--- config.mk ---
export PLATFORM = sky130hd
export DESIGN_NAME = seeed_tft_panel_responder
export DESIGN_NICKNAME = d
export VERILOG_FILES = /design/src/rtl/seeed_tft_panel_responder.sv
export SDC_FILE = /design/constraint.sdc
export NUM_CORES = 1
export LEC_CHECK = 0
export CORE_UTILIZATION = 55
export DETAILED_ROUTE_END_ITERATION = 8
export PLACE_DENSITY = 0.81
export SLEW_MARGIN = 20
export SYNTH_ARGS = -nofsm -noshare
export SYNTH_HDL_FRONTEND = slang
export SYNTH_SLANG_ARGS = --single-unit
--- constraint.sdc ---
create_clock -name clk -period 3.2 [get_ports clk]
set_input_delay 0.64 -clock clk [delete_from_list [all_inputs] [get_ports clk]]
set_output_delay 0.64 -clock clk [all_outputs]
set_load 0.005 [all_outputs]
--- src/rtl/seeed_tft_panel_responder.sv ---
// 8080-style TFT panel responder: command/register/pixel capture with an async host bus.
// Every strobe passes through a 2-flop synchronizer; a strobe held over reset must fall before it counts.
module seeed_tft_panel_responder #(
  parameter logic [7:0] ID_VALUE = 8'h93,
  parameter bit         AUTO_INC = 1'b1
) (
  input  logic       clk,
  input  logic       rst,
  input  logic       i_cmd_mode,
  input  logic       i_write,
  input  logic       i_read,
  input  logic [7:0] i_data,
  output logic [7:0] o_data,
  output logic       o_data_en,
  output logic       o_cmd_stb,
  output logic [7:0] o_cmd,
  output logic       o_pix_stb,
  output logic [7:0] o_pix_data,
  output logic [3:0] o_reg_idx,
  output logic       o_err
);

  localparam logic [1:0] S_IDLE = 2'd0;
  localparam logic [1:0] S_WR   = 2'd1;
  localparam logic [1:0] S_RD   = 2'd2;

  logic [1:0] state;
  logic       wr_m, wr_s, rd_m, rd_s, rs_m, rs_s;
  logic [7:0] dat_m, dat_s;
  logic [1:0] settle;
  logic       wr_arm, rd_arm;
  logic       wr_p, rd_p;
  logic       cap_rs;
  logic [7:0] cap_dat;
  logic       mem_wr;
  logic [7:0] regs [0:15];

  // Strobes are ignored until seen low after reset so a held strobe cannot fake an edge.
  logic wr_v, rd_v, wr_rise, wr_fall, rd_rise, rd_fall, err_evt;
  logic [7:0] rd_val;

  always_comb begin
    wr_v    = wr_arm & wr_s;
    rd_v    = rd_arm & rd_s;
    wr_rise = wr_v & ~wr_p;
    wr_fall = ~wr_v & wr_p;
    rd_rise = rd_v & ~rd_p;
    rd_fall = ~rd_v & rd_p;
    err_evt = wr_v & rd_v & ~(wr_p & rd_p);
    rd_val  = (o_reg_idx == 4'd0) ? ID_VALUE : regs[o_reg_idx];
  end

  always_ff @(posedge clk) begin
    if (rst) begin
      state      <= S_IDLE;
      wr_m       <= 1'b0;
      wr_s       <= 1'b0;
      rd_m       <= 1'b0;
      rd_s       <= 1'b0;
      rs_m       <= 1'b0;
      rs_s       <= 1'b0;
      dat_m      <= 8'h00;
      dat_s      <= 8'h00;
      settle     <= 2'd0;
      wr_arm     <= 1'b0;
      rd_arm     <= 1'b0;
      wr_p       <= 1'b0;
      rd_p       <= 1'b0;
      cap_rs     <= 1'b0;
      cap_dat    <= 8'h00;
      mem_wr     <= 1'b0;
      o_data     <= 8'h00;
      o_data_en  <= 1'b0;
      o_cmd_stb  <= 1'b0;
      o_cmd      <= 8'h00;
      o_pix_stb  <= 1'b0;
      o_pix_data <= 8'h00;
      o_reg_idx  <= 4'd0;
      o_err      <= 1'b0;
      for (int i = 0; i < 16; i++) regs[i] <= 8'h00;
    end else begin
      wr_m  <= i_write;
      wr_s  <= wr_m;
      rd_m  <= i_read;
      rd_s  <= rd_m;
      rs_m  <= i_cmd_mode;
      rs_s  <= rs_m;
      dat_m <= i_data;
      dat_s <= dat_m;
      if (settle != 2'd2) settle <= settle + 2'd1;
      if (settle == 2'd2 && !wr_s) wr_arm <= 1'b1;
      if (settle == 2'd2 && !rd_s) rd_arm <= 1'b1;
      wr_p <= wr_v;
      rd_p <= rd_v;
      // Last write-high cycle's bus value survives the falling edge.
      if (wr_v) begin
        cap_dat <= dat_s;
        cap_rs  <= rs_s;
      end
      o_cmd_stb <= 1'b0;
      o_pix_stb <= 1'b0;
      o_err     <= 1'b0;

      if (err_evt) begin
        state     <= S_IDLE;
        o_err     <= 1'b1;
        o_data_en <= 1'b0;
      end else begin
        case (state)
          S_IDLE: begin
            if (wr_rise && !rd_v)      state <= S_WR;
            else if (rd_rise && !wr_v) state <= S_RD;
          end
          S_WR: begin
            if (wr_fall) begin
              state <= S_IDLE;
              if (!cap_rs) begin
                o_cmd     <= cap_dat;
                o_cmd_stb <= 1'b1;
                if (cap_dat < 8'h10) o_reg_idx <= cap_dat[3:0];
                mem_wr <= (cap_dat == 8'h2C);
              end else if (mem_wr) begin
                o_pix_data <= cap_dat;
                o_pix_stb  <= 1'b1;
              end else begin
                if (o_reg_idx != 4'd0) regs[o_reg_idx] <= cap_dat;
                if (AUTO_INC) o_reg_idx <= o_reg_idx + 4'd1;
              end
            end
          end
          S_RD: begin
            if (rd_fall) begin
              state     <= S_IDLE;
              o_data_en <= 1'b0;
              if (AUTO_INC) o_reg_idx <= o_reg_idx + 4'd1;
            end else begin
              o_data    <= rd_val;
              o_data_en <= 1'b1;
            end
          end
          default: state <= S_IDLE;
        endcase
      end
    end
  end

endmodule

==> flow_summary.ini, run 1 <==
[die]
dieArea_um2 = 16100
core_area_um2 = 15200
ios = 45
initial_core_util_pct = 56.4
fp.dieW_um = 127
fp-row-count = 45
die_y_um = 127

[run_status]
status = completed

[power_and_ir_drop]
power.density_nw_per_um2 = 555
p_switching_mw = 1.10
pwr-share-comb_pct = 3.7
cellLeakagePower_nw = 3.66
pwr-share-clk_pct = 42.1
vdd.ir_drop.worst_mv = 0.384
p_int_mw = 4.33
seqPwrFrac_pct = 54.2
swShare_pct = 20.2

[sta]
slew_violations = 0
finalHoldViolations = 0
finClkSkew_ns = 0.0115
finalCritPeriodShare_pct = 80.3
tns_ns = 0
grt_setup_unrepaired = false
setup_violations = 0
period_minus_slack_ns = 2.57
max_freq_mhz = 389
worst_pin_slew_ns = 0.956
layout_setup_ws_ns = 0.632
max_slew_margin_pct = 36.2

[routing]
firstDrtPassIters = 5
wl_met1_mm = 7.53
avgRoutedWirePerCell_um = 21.0
dr_wl_met2_mm = 8.92
wirelength_mm = 18.5
viasPerCell = 5.95
drt_iter0_markers = 618
ant_nets = 0
via_count = 5244
drcViolationCount = 0
top_layer_used = met4
dr_wl_met3_mm = 1.51

[grt]
grt_pass1_vias = 5194
grt_use_total_pct = 24.0
grt_max_degree = 84
antenna_found_initial = 0
grt_pass1_wl_mm = 29.0
grt_overflow_total = 0

[clocking]
cts-root-buf = clkbuf_16
tritoncts = built
cts_buffers = 20
clk_pin_slew_ns = 0.06
post-cts-setup-buffers = 0
cts_max_level = 1
cts_resized = 0
hold_buffers = 0
cts.path.max_buffers = 3
cts.sinks = 204
clkLatencyLatePin_ns = 0.48

[cells_and_area]
areaGrowthSynthToFinish_pct = 14.0
design_area_um2 = 9770
final_cell_mix = 128 x edfxtp_1, 124 x and2_1, 75 x dfxtp_1
antenna_cells = 0
final_common_cell = edfxtp_1
final_layout_size_suffix_gt1_share_pct = 14.3
fin_nets = 698

[placed_design]
place_ws_ns = 0.757
gp_congestion = 0.883
place_hpwl_mm = 12.3
numPortBuffers = 44
place_area_um2 = 9120

[synthesis]
synth_top_family_by_area = simple AND/OR/NAND/NOR gates
synth_compound_area_share_pct = 5.80
synth_top_area_share_pct = 44.8
synth-seq-cells = 204
yosysTopAreaCell = edfxtp_1
synth_edf_count = 128
synth_xor_area_share_pct = 0.102
yosys_warnings = 0
yosysSeqAreaShare_pct = 62.6
synth_area_um2 = 8570
yosys-top-cells-area = edfxtp_1 45%, dfxtp_1 18%, and2_1 9.1%
syn_inst = 651
synth_adder_area_share_pct = 0.730
yosysUniqueCellTypes = 51
synthMuxAreaShare_pct = 10.0
synth_flop_cell = edfxtp_1
avgSynthCellArea_um2 = 13.2
synthArstFlopShare_pct = 0
synth_simple_gate_area_share_pct = 17.7

[critical_path]
rr_startpoint = cap_dat[7]
cpMaxStageDelayCell = nor4_1
crit_chain = nor4_1 > o221ai_1 > or4_1 > a31oi_1
cp_data_required_time_ns = 3.57
worstSetupPathType = flop to flop
startpoint = cap_dat[7]
crit_arrival_ns = 2.93
critical-path-max-stage-delay_ns = 0.72
worstSetupEndpointType = flop
startpoint_type = flop
path_max_fanout = 20

[flow_run]
cap_violations = 0

[hold_path]
holdCritStartpoint = dat_s[0]
hold_class = flop to flop
[logic make-up after synthesis]
group                      Yosys count
and+or+nand+nor                    262
DFF                                204
AOI/OAI and AO/OA                   70
buffers and inverters               62
muxes                               46
adders and majority gates            5
other                                1
xor gates and xnor gates             1
[area by class of cell]
cell class,count,area [µm²]
multi-input cells,392,2970
fillers,1104,5440
flip-flops and latches,204,5370
repair buffers,55,518
clock buffers,32,633
well taps,188,235
clock inverters,3,15.0
inverters,7,26.3
[sequential cells by signal (all words and copies together), names as in the netlist, 2 cells and up, named ones only]
register / cells
cap_dat: 8
dat_s: 8
regs: 128
o_cmd: 8
o_reg_idx: 4
o_pix_data: 8
state: 2
o_data: 8
settle: 2
dat_m: 8
[power by group through the flow]
stage	combinational [mW]	clock, mW	sequential, mW
after floorplan	0.150	0	2.97
after global placement	0.193	0	2.99
after detailed placement	0.203	0	2.99
after CTS	0.204	2.30	2.94
after global routing	0.228	2.41	2.95
final	0.202	2.28	2.94
[synth_stat cells, drive strengths merged (2+ instances only)]
master and n:
nor2b 26, o21ai 6, a211oi 2, a22o 3, a21bo 2, nor4 3
and2 124, a31oi 6, or2 17, nand2 27, clkbuf 37, a21oi 18
nor3 7, nand3 3, nand4 2, mux4 32, dfxtp 76, and3 16
edfxtp 128, buf 18, nor2 28, mux2i 14, ha 5, a22oi 17
a32o 5, nand2b 3, inv 7
[routing by layer]
layer  vias to the layer above  GRT usage, %
met5                         -             0
met4                         0          8.40
met3                        37          4.13
met2                       272          38.8
met1                      2561          33.0
li1                       2374             -
[worst paths after layout]
path                              endpoint  slack [ns]  cells past startpoint
worst min-delay path            cap_dat[0]        0.43                      2
worst min register to register  cap_dat[0]        0.43                      2
worst max-delay path                  flop        0.63                      4
worst max register to register        flop        0.63                      4
[per-stage QoR]
step           hold slack (ns)  cells  power [mW]  util (%)
3_3_place_gp             0.419    846        3.18      60.0
2_1_floorplan            0.414    658        3.12         -
5_1_grt                  0.451    881        5.58      64.2
6_report                 0.433    881        5.42      64.2
3_5_place_dp             0.426    846        3.20      60.0
4_1_cts                  0.436    881        5.44      64.2
[worst max-delay path: cells and delay by family, from the launching register on]
kind | cells | cell delay, ns
flops | 1 | 0.62
compound gates | 2 | 0.58
simple gates | 2 | 1.25
Note: power is estimated with default switching activity, not from simulation.
==> run 2, diff against run 1 <==
--- a/config.mk
+++ b/config.mk
@@ -5,9 +5,9 @@
 export SDC_FILE = /design/constraint.sdc
 export NUM_CORES = 1
 export LEC_CHECK = 0
-export CORE_UTILIZATION = 55
+export CORE_UTILIZATION = 54
 export DETAILED_ROUTE_END_ITERATION = 8
-export PLACE_DENSITY = 0.81
+export PLACE_DENSITY = 0.83
 export SLEW_MARGIN = 20
 export SYNTH_ARGS = -nofsm -noshare
 export SYNTH_HDL_FRONTEND = slang
==> constraint.sdc (replaced) <==
create_clock -name clk -period 2.2 [get_ports clk]
set_input_delay 0.44 -clock clk [delete_from_list [all_inputs] [get_ports clk]]
set_output_delay 0.44 -clock clk [all_outputs]
set_load 0.005 [all_outputs]
==> run 2 against run 1 <==
Against the previous run: worst hold slack hardly changed; design area is 1.9% higher; combinational power is 54% higher; register-to-register slack worse by 0.44 ns; count of clock-buffer cells in the layout is 1 higher; critical path depth is 3 lower; die area is 1.8% higher; clock power is 51% higher; first-iteration DRC count is 13% lower; via count is 3.5% higher; non-clock buffer count is 13 higher; largest cell class unchanged; highest routed layer unchanged.
==> flow_summary.ini, run 2 (synthesis gave the netlist of run 1 again) <==
[run_status]
status = completed

[power_and_ir_drop]
pwr-share-clk_pct = 42.9
p_int_mw = 6.38
seqPwrFrac_pct = 53.2
vdd.ir_drop.worst_mv = 0.657
total_power_mw = 8.02
cellLeakagePower_nw = 3.75
power.density_nw_per_um2 = 806
pwr-share-comb_pct = 3.9
p_switching_mw = 1.65
swShare_pct = 20.5

[clocking]
post-cts-setup-buffers = 0
cts_buffers = 21
cts-root-buf = clkbuf_16
cts_resized = 0
clk_pin_slew_ns = 0.06
cts.sinks = 204
hold_buffers = 0
cts.path.max_buffers = 3
tritoncts = built
cts_max_level = 1
clkLatencyLatePin_ns = 0.50

[sta]
setup_violations = 0
worst_pin_slew_ns = 0.706
period_minus_slack_ns = 2.05
tns_ns = 0
finalCritPeriodShare_pct = 93.1
finClkSkew_ns = 0.0198
max_slew_margin_pct = 52.8
finalHoldViolations = 0
max_freq_mhz = 488
holdWs_ns = 0.433
grt_setup_unrepaired = false
slew_violations = 0

[critical_path]
critPathBufInv = 1
crit_family = buffers and inverters
startpoint_type = flop
crit_arrival_ns = 1.61
crit_chain = clkdlybuf4s50_1
path_max_fanout = 9
critical-path-max-stage-delay_ns = 0.61
worstSetupEndpointType = primary output
cpMaxStageDelayCell = clkdlybuf4s50_1
worstSetupPathType = flop to primary output
cp_data_required_time_ns = 1.76

[grt]
antenna_found_initial = 0
grt_pass1_vias = 5403
grt_pass1_wl_mm = 29.9
grt_overflow_total = 0
grt_use_total_pct = 24.1
grt_max_degree = 84

[cells_and_area]
final_common_cell = edfxtp_1
largest_reg_flops = 128
fin_nets = 712
final_cell_mix = 128 x edfxtp_1, 124 x and2_1, 75 x dfxtp_1
final_layout_size_suffix_gt1_share_pct = 15.8
antenna_cells = 0
n_fill_cell = 1038
final_cells = 920
regMostFlops = regs
areaGrowthSynthToFinish_pct = 16.1
utilization_pct = 64.7

[routing]
via_count = 5430
ant_nets = 0
drt_iter0_markers = 538
drcViolationCount = 0
viasPerCell = 5.90
firstDrtPassIters = 7
wirelength_mm = 18.9
avgRoutedWirePerCell_um = 20.5

[placed_design]
dp.cells = 882
numPortBuffers = 44
gp_congestion = 0.864
place_hpwl_mm = 12.6

[die]
fp-row-count = 45
fp.dieW_um = 128
die_y_um = 128
initial_core_util_pct = 55.8
dieArea_um2 = 16400
core_area_um2 = 15400
ios = 45

[flow_run]
cap_violations = 0

[hold_path]
hold_class = flop to flop
## run 2: cell count changes in the layout (fill, tap and decap cells not counted), moves of 2 or more
cell | previous run | this run
buf_12 | 0 | 2
clkbuf_2 | 2 | 0
clkinv_2 | 1 | 4
clkbuf_16 | 21 | 23
clkbuf_1 | 2 | 6
clkbuf_8 | 6 | 4
buf_4 | 11 | 22
## run 2: cell type report
cell class,instances,area [µm²],area share [%]
clock inverters,5,28.8,0.289
well taps,211,264,2.65
flip-flops and latches,204,5370,53.9
multi-input cells,392,2970,29.9
inverters,7,26.3,0.264
repair buffers,68,641,6.44
clock buffers,33,653,6.56
## run 2: power groups by stage
stage	registers (mW)	clock network [mW]	logic, mW
after floorplan	4.32	0	0.218
after global placement	4.34	0	0.297
after detailed placement	4.35	0	0.310
after CTS	4.27	3.47	0.314
after global routing	4.28	3.61	0.347
final	4.27	3.44	0.312
## run 2: stage by stage
stage	setup WS, ns	area, µm²
after floorplan	0.352	8600
after global placement	0.334	9270
after detailed placement	0.243	9270
after CTS	0.170	9950
after global routing	0.0721	9950
final	0.151	9950
## run 2: final timing paths
kind | slack, ns | end | cells past startpoint | from
max | 0.15 | o_reg_idx[2] | 1 | o_reg_idx[2]
min | 0.43 | cap_rs | 2 | rs_s
max reg2reg | 0.19 | regs[14][6] | 5 | wr_p
min reg2reg | 0.43 | cap_rs | 2 | rs_s
## run 2: per-layer routing
metal | global-route usage [%] | up-vias | part of all wire (%)
li1 | - | 2407 | -
met1 | 30.9 | 2692 | 40
met2 | 41.5 | 281 | 49
met3 | 4.72 | 50 | 7.5
met4 | 7.96 | 0 | 3.2
met5 | 0 | - | 0
## run 2: worst min-delay path, stage by stage, from the launching register on
cell and delay, ns:
dfxtp_1 0.30, nand2_1 0.05, a21oi_1 0.05
